[src/rtl/flag_channel_arbiter.sv]
// flag_channel_arbiter: round-robin share of one flag/ack crossing among NUM_REQ requesters.
module flag_channel_arbiter #(
  parameter int NUM_REQ = 4,
  parameter int TAG_W = 2,
  parameter int TIMEOUT_CYCLES = 1023,
  parameter int CNT_W = 10
) (
  input  logic               clkA,
  input  logic               rst_clkA,
  input  logic [NUM_REQ-1:0] Req_clkA,
  output logic [NUM_REQ-1:0] Grant_clkA,
  output logic [TAG_W-1:0]   Tag_clkA,
  output logic [NUM_REQ-1:0] Done_clkA,
  output logic [NUM_REQ-1:0] Err_clkA,
  output logic               ErrSticky_clkA,
  output logic               FlagOut_clkA,
  input  logic               BusyIn_clkA,
  output logic [15:0]        XferCount_clkA
);
  localparam int PTR_W = $clog2(NUM_REQ);
  typedef enum logic [2:0] {IDLE, ISSUE, WAIT_HI, WAIT_LO, RECOVER} state_t;
  state_t state_q, state_d;
  logic [NUM_REQ-1:0] grant_q, grant_d, done_q, done_d, err_q, err_d;
  logic [TAG_W-1:0] tag_q, tag_d;
  logic [PTR_W-1:0] ptr_q, ptr_d, pick, idx;
  logic [CNT_W-1:0] cnt_q, cnt_d;
  logic [15:0] xfer_q, xfer_d;
  logic sticky_q, sticky_d, flag_q, flag_d, found, tmo;
  // first requester strictly after the last owner, wrapping
  always_comb begin
    pick = '0;
    idx = '0;
    found = 1'b0;
    for (int k = 1; k <= NUM_REQ; k++) begin
      idx = PTR_W'((int'(ptr_q) + k) % NUM_REQ);
      if (!found && Req_clkA[idx]) begin
        found = 1'b1;
        pick = idx;
      end
    end
  end
  assign tmo = (TIMEOUT_CYCLES != 0) && (cnt_q >= CNT_W'(TIMEOUT_CYCLES - 1));
  always_ff @(posedge clkA) begin
    if (rst_clkA) begin
      state_q <= IDLE;
      grant_q <= '0;
      done_q <= '0;
      err_q <= '0;
      tag_q <= '0;
      ptr_q <= PTR_W'(NUM_REQ - 1);
      cnt_q <= '0;
      xfer_q <= '0;
      sticky_q <= 1'b0;
      flag_q <= 1'b0;
    end else begin
      state_q <= state_d;
      grant_q <= grant_d;
      done_q <= done_d;
      err_q <= err_d;
      tag_q <= tag_d;
      ptr_q <= ptr_d;
      cnt_q <= cnt_d;
      xfer_q <= xfer_d;
      sticky_q <= sticky_d;
      flag_q <= flag_d;
    end
  end
  always_comb begin
    state_d = state_q;
    case (state_q)
      IDLE:    state_d = (found && !BusyIn_clkA) ? ISSUE : IDLE;
      ISSUE:   state_d = WAIT_HI;
      WAIT_HI: state_d = BusyIn_clkA ? WAIT_LO : (tmo ? RECOVER : WAIT_HI);
      WAIT_LO: state_d = !BusyIn_clkA ? IDLE : (tmo ? RECOVER : WAIT_LO);
      RECOVER: state_d = BusyIn_clkA ? RECOVER : IDLE;
      default: state_d = IDLE;
    endcase
  end
  always_comb begin
    grant_d = grant_q;
    tag_d = tag_q;
    ptr_d = ptr_q;
    xfer_d = xfer_q;
    sticky_d = sticky_q;
    flag_d = 1'b0;
    done_d = '0;
    err_d = '0;
    cnt_d = (state_q == WAIT_HI || state_q == WAIT_LO) ? cnt_q + 1'b1 : cnt_q;
    if (state_q == IDLE && state_d == ISSUE) begin
      grant_d = NUM_REQ'(1) << pick;
      tag_d = TAG_W'(pick);
      flag_d = 1'b1;
      cnt_d = '0;
    end
    if (state_q == WAIT_LO && state_d == IDLE) begin
      done_d = grant_q;
      grant_d = '0;
      xfer_d = xfer_q + 16'd1;
      ptr_d = tag_q[PTR_W-1:0];
    end
    if (state_q != RECOVER && state_d == RECOVER) begin
      err_d = grant_q;
      sticky_d = 1'b1;
      grant_d = '0;
      ptr_d = tag_q[PTR_W-1:0];
    end
  end
  assign Grant_clkA = grant_q;
  assign Tag_clkA = tag_q;
  assign Done_clkA = done_q;
  assign Err_clkA = err_q;
  assign ErrSticky_clkA = sticky_q;
  assign FlagOut_clkA = flag_q;
  assign XferCount_clkA = xfer_q;
endmodule

[config.mk]
export PLATFORM = sky130hd
export DESIGN_NAME = flag_channel_arbiter
export DESIGN_NICKNAME = d
export VERILOG_FILES = /design/src/rtl/flag_channel_arbiter.sv
export SDC_FILE = /design/constraint.sdc
export NUM_CORES = 1
export LEC_CHECK = 0
export CORE_ASPECT_RATIO = 1.2
export CORE_MARGIN = 5
export CORE_UTILIZATION = 54
export DETAILED_ROUTE_END_ITERATION = 6
export HOLD_SLACK_MARGIN = 0.12
export PLACE_DENSITY = 0.92
export SKIP_LAST_GASP = 1
export SLEW_MARGIN = 10
export SYNTH_ARGS = -nofsm -noshare
export SYNTH_HDL_FRONTEND = slang
export SYNTH_SLANG_ARGS = --single-unit
[constraint.sdc]
create_clock -name clkA -period 2.38 [get_ports clkA]
set_input_delay 0.595 -clock clkA [delete_from_list [all_inputs] [get_ports clkA]]
set_output_delay 0.595 -clock clkA [all_outputs]
set_load 0.1 [all_outputs]
==> results_dict.tcl <==
set metrics [dict create \
    cts.sinks 47 \
    dieArea_um2 4970 \
    ys_types 39 \
    grt_max_degree 30 \
    synth_top_cell_by_area "dfxtp_1" \
    avgViaCountPerCell 5.35 \
    synth_common_cells "47 x dfxtp_1, 33 x nor2_1, 17 x xor2_1" \
    die_y_um 76.2 \
    grt-ovfl-total 0 \
    status "completed" \
    diodes 0 \
    die_w_um 65.2 \
    track_usage 0.175 \
    ys_seq_area_frac 0.477 \
    route.vias.total 1595 \
    multi_input_area_um2 987 \
    dp_hpwl_um 2890 \
    period_share 0.814 \
    finClkSkew_ns 0.00965 \
    synth_cells 214 \
    cp_data_required_time_ns 2.58 \
    ant_nets 0 \
    cts_buffers 5 \
    wl_per_cell_um 12.8 \
    drive_gt1_frac 0.193 \
    cap_violations 0 \
    nets 268 \
    endpoint_kind "register" \
    coreArea_um2 3570 \
    drt_iter0_drc 75 \
    io_buffers 38 \
    h-tree-depth 2 \
    yosysTopAreaCellShare 0.477 \
    initial_core_util 0.553 \
    drt_wl_total_um 3830 \
    syn-num-nets 224 \
    finalSetupViolations 0 \
    seq_area_um2 941 \
    fillers 304 \
    fin_crit_ns 1.94 \
    rows 24 \
    first_pass_iters 4 \
    crit_arrival_ns 2.13 \
    worst_slew_pin_slew_ns 0.503 \
    path_buf_inv 1 \
    synth_area_leaders "dfxtp_1 48%, xor2_1 7.5%, nor2_1 6.3%" \
    maxSlewViolCount 0 \
    stdcell_area_um2 2420 \
    relSlewSlack 0.662 \
    cts.root.buffer_cell "clkbuf_8" \
    finalHoldViolCount 0 \
    hold_buffers 0 \
    final.setup.tns_ns 0 \
    clockBufferDepth 2 \
    gp_congestion 0.796 \
    grt_pass1_wl_um 6960 \
    synthToLayoutAreaGrowth_pct 22.8 \
    drcViolationCount 0 \
    antenna_found_initial 0 \
    power.density_nw_per_um2 594 \
    clkLatencyLatePin_ns 0.31 \
    cts_setup_buffers 0 \
    ys_warn_count 0 \
    postPlaceCellArea_um2 2340 \
    path_class "primary input to register" \
    synth-edff-count 0 \
    path_cells "clkdlybuf4s50_1 -> and4bb_2 -> and4_1 -> and3_1 -> xnor2_1 -> nor2_1" \
    fmax_mhz 516 \
    cts_tree "built" \
    syn-cell-area_um2 1970 \
    async_flop_share 0 \
    synth-seq-cells 47 \
    grt_pass1_vias 1603 \
    crit_path_top_delay_cell "clkdlybuf4s50_1" \
    synthFlopType "dfxtp_1" \
    total_leakage_power_nw 0.995 \
    cp_max_fo 6 \
    postCtsResizedCells 0 \
    clkTransAtPathRegs_ns 0.09 \
    rsz0062_at_grt "no" \
    crit_family "simple AND/OR/NAND/NOR gates" \
    worstHoldPathType "register to register" \
    cp-start-kind "primary input" \
    avgSynthCellArea_um2 9.23 \
    pin_count 39 \
    max_stage_delay_ns 0.47 \
    synth_most_common_cell "dfxtp_1" \
    irDropWorstVdd_mv 0.489 \
]
registers in the layout (all words and copies together) (netlist names):
signal,count
XferCount_clkA,16
FlagOut_clkA,1
ptr_q,2
Tag_clkA,2
Done_clkA,4
Err_clkA,4
Grant_clkA,4
cnt_q,10
ErrSticky_clkA,1
state_q,3
worst register-to-register path, cell delays in order (launching register included):
cell and delay (ns):
dfxtp_1 0.41, ha_1 0.17, o2111ai_1 0.12, or3_4 0.38, nor4_1 0.46, and2_1 0.19
metal layers:
layer / share of wire / track usage / vias up / wire length (um)
li1: - / - / 814 / -
met1: 0.42 / 0.206 / 740 / 1610
met2: 0.51 / 0.288 / 35 / 1930
met3: 0.056 / 0.0590 / 6 / 214
met4: 0.018 / 0.0685 / 0 / 67
met5: 0 / 0 / - / 0
cells in the final DEF (no fill, tap or decap), types with 2 or more instances in the layout:
master,netlist,layout
and2_1,10,10
a211o_1,2,2
nand4_1,5,5
and4_1,5,5
nand2b_1,7,7
mux2i_1,2,2
inv_1,4,4
nor3_1,3,3
clkinv_2,0,2
clkdlybuf4s50_1,0,6
ha_1,3,3
nor2b_1,4,4
nand3_1,8,8
nor2_1,33,33
a211oi_1,3,3
clkbuf_8,0,5
nand2_1,16,16
and3_1,5,5
nor4_1,2,2
xor2_1,17,17
dfxtp_1,47,47
a21oi_1,7,7
xnor2_1,7,7
a22oi_1,2,2
buf_4,0,38
layout make-up:
type / count / share of cell area
well taps: 39 / 0.0201
repair buffers: 44 / 0.142
multi-input cells: 156 / 0.407
flip-flops and latches: 47 / 0.388
inverters: 4 / 0.00619
clock buffers: 5 / 0.0284
clock inverters: 3 / 0.00774
cells by family (layout without fill, tap and decap cells):
group / Yosys count / count (layout) / share of synthesized area
and+or+nand+nor: 104 / 104 / 0.279
DFF: 47 / 47 / 0.477
xor gates and xnor gates: 24 / 24 / 0.106
AOI/OAI and AO/OA: 23 / 23 / 0.0849
buffers and inverters: 11 / 56 / 0.0234
adders and majority gates: 3 / 3 / 0.0190
muxes: 2 / 2 / 0.0101
stage by stage:
stage	util	cells	setup slack (ns)	hold slack, ns	power, mW
after detailed placement	0.654	290	0.117	0.462	0.981
after floorplan	-	214	0.330	0.479	0.935
after global routing	0.679	298	0.259	0.508	1.51
final	0.679	298	0.444	0.476	1.44
after CTS	0.679	298	0.457	0.476	1.46
after global placement	0.654	290	0.147	0.461	0.978
path summary, 6_finish.rpt:
path,startpoint,depth (start not counted),end,slack [ns]
worst min register to register,ErrSticky_clkA,2,ErrSticky_clkA,0.48
worst min-delay path,ErrSticky_clkA,2,ErrSticky_clkA,0.48
worst max-delay path,BusyIn_clkA,6,XferCount_clkA[14],0.44
worst max register to register,cnt_q[1],5,Err_clkA[3],0.59
power breakdown:
group / switching (mW) / total, mW / internal, mW
logic: 0.102 / 0.150 / 0.0484
clock network: 0.273 / 0.480 / 0.207
registers: 0.0133 / 0.812 / 0.798
(Power assumes the default switching activity.)
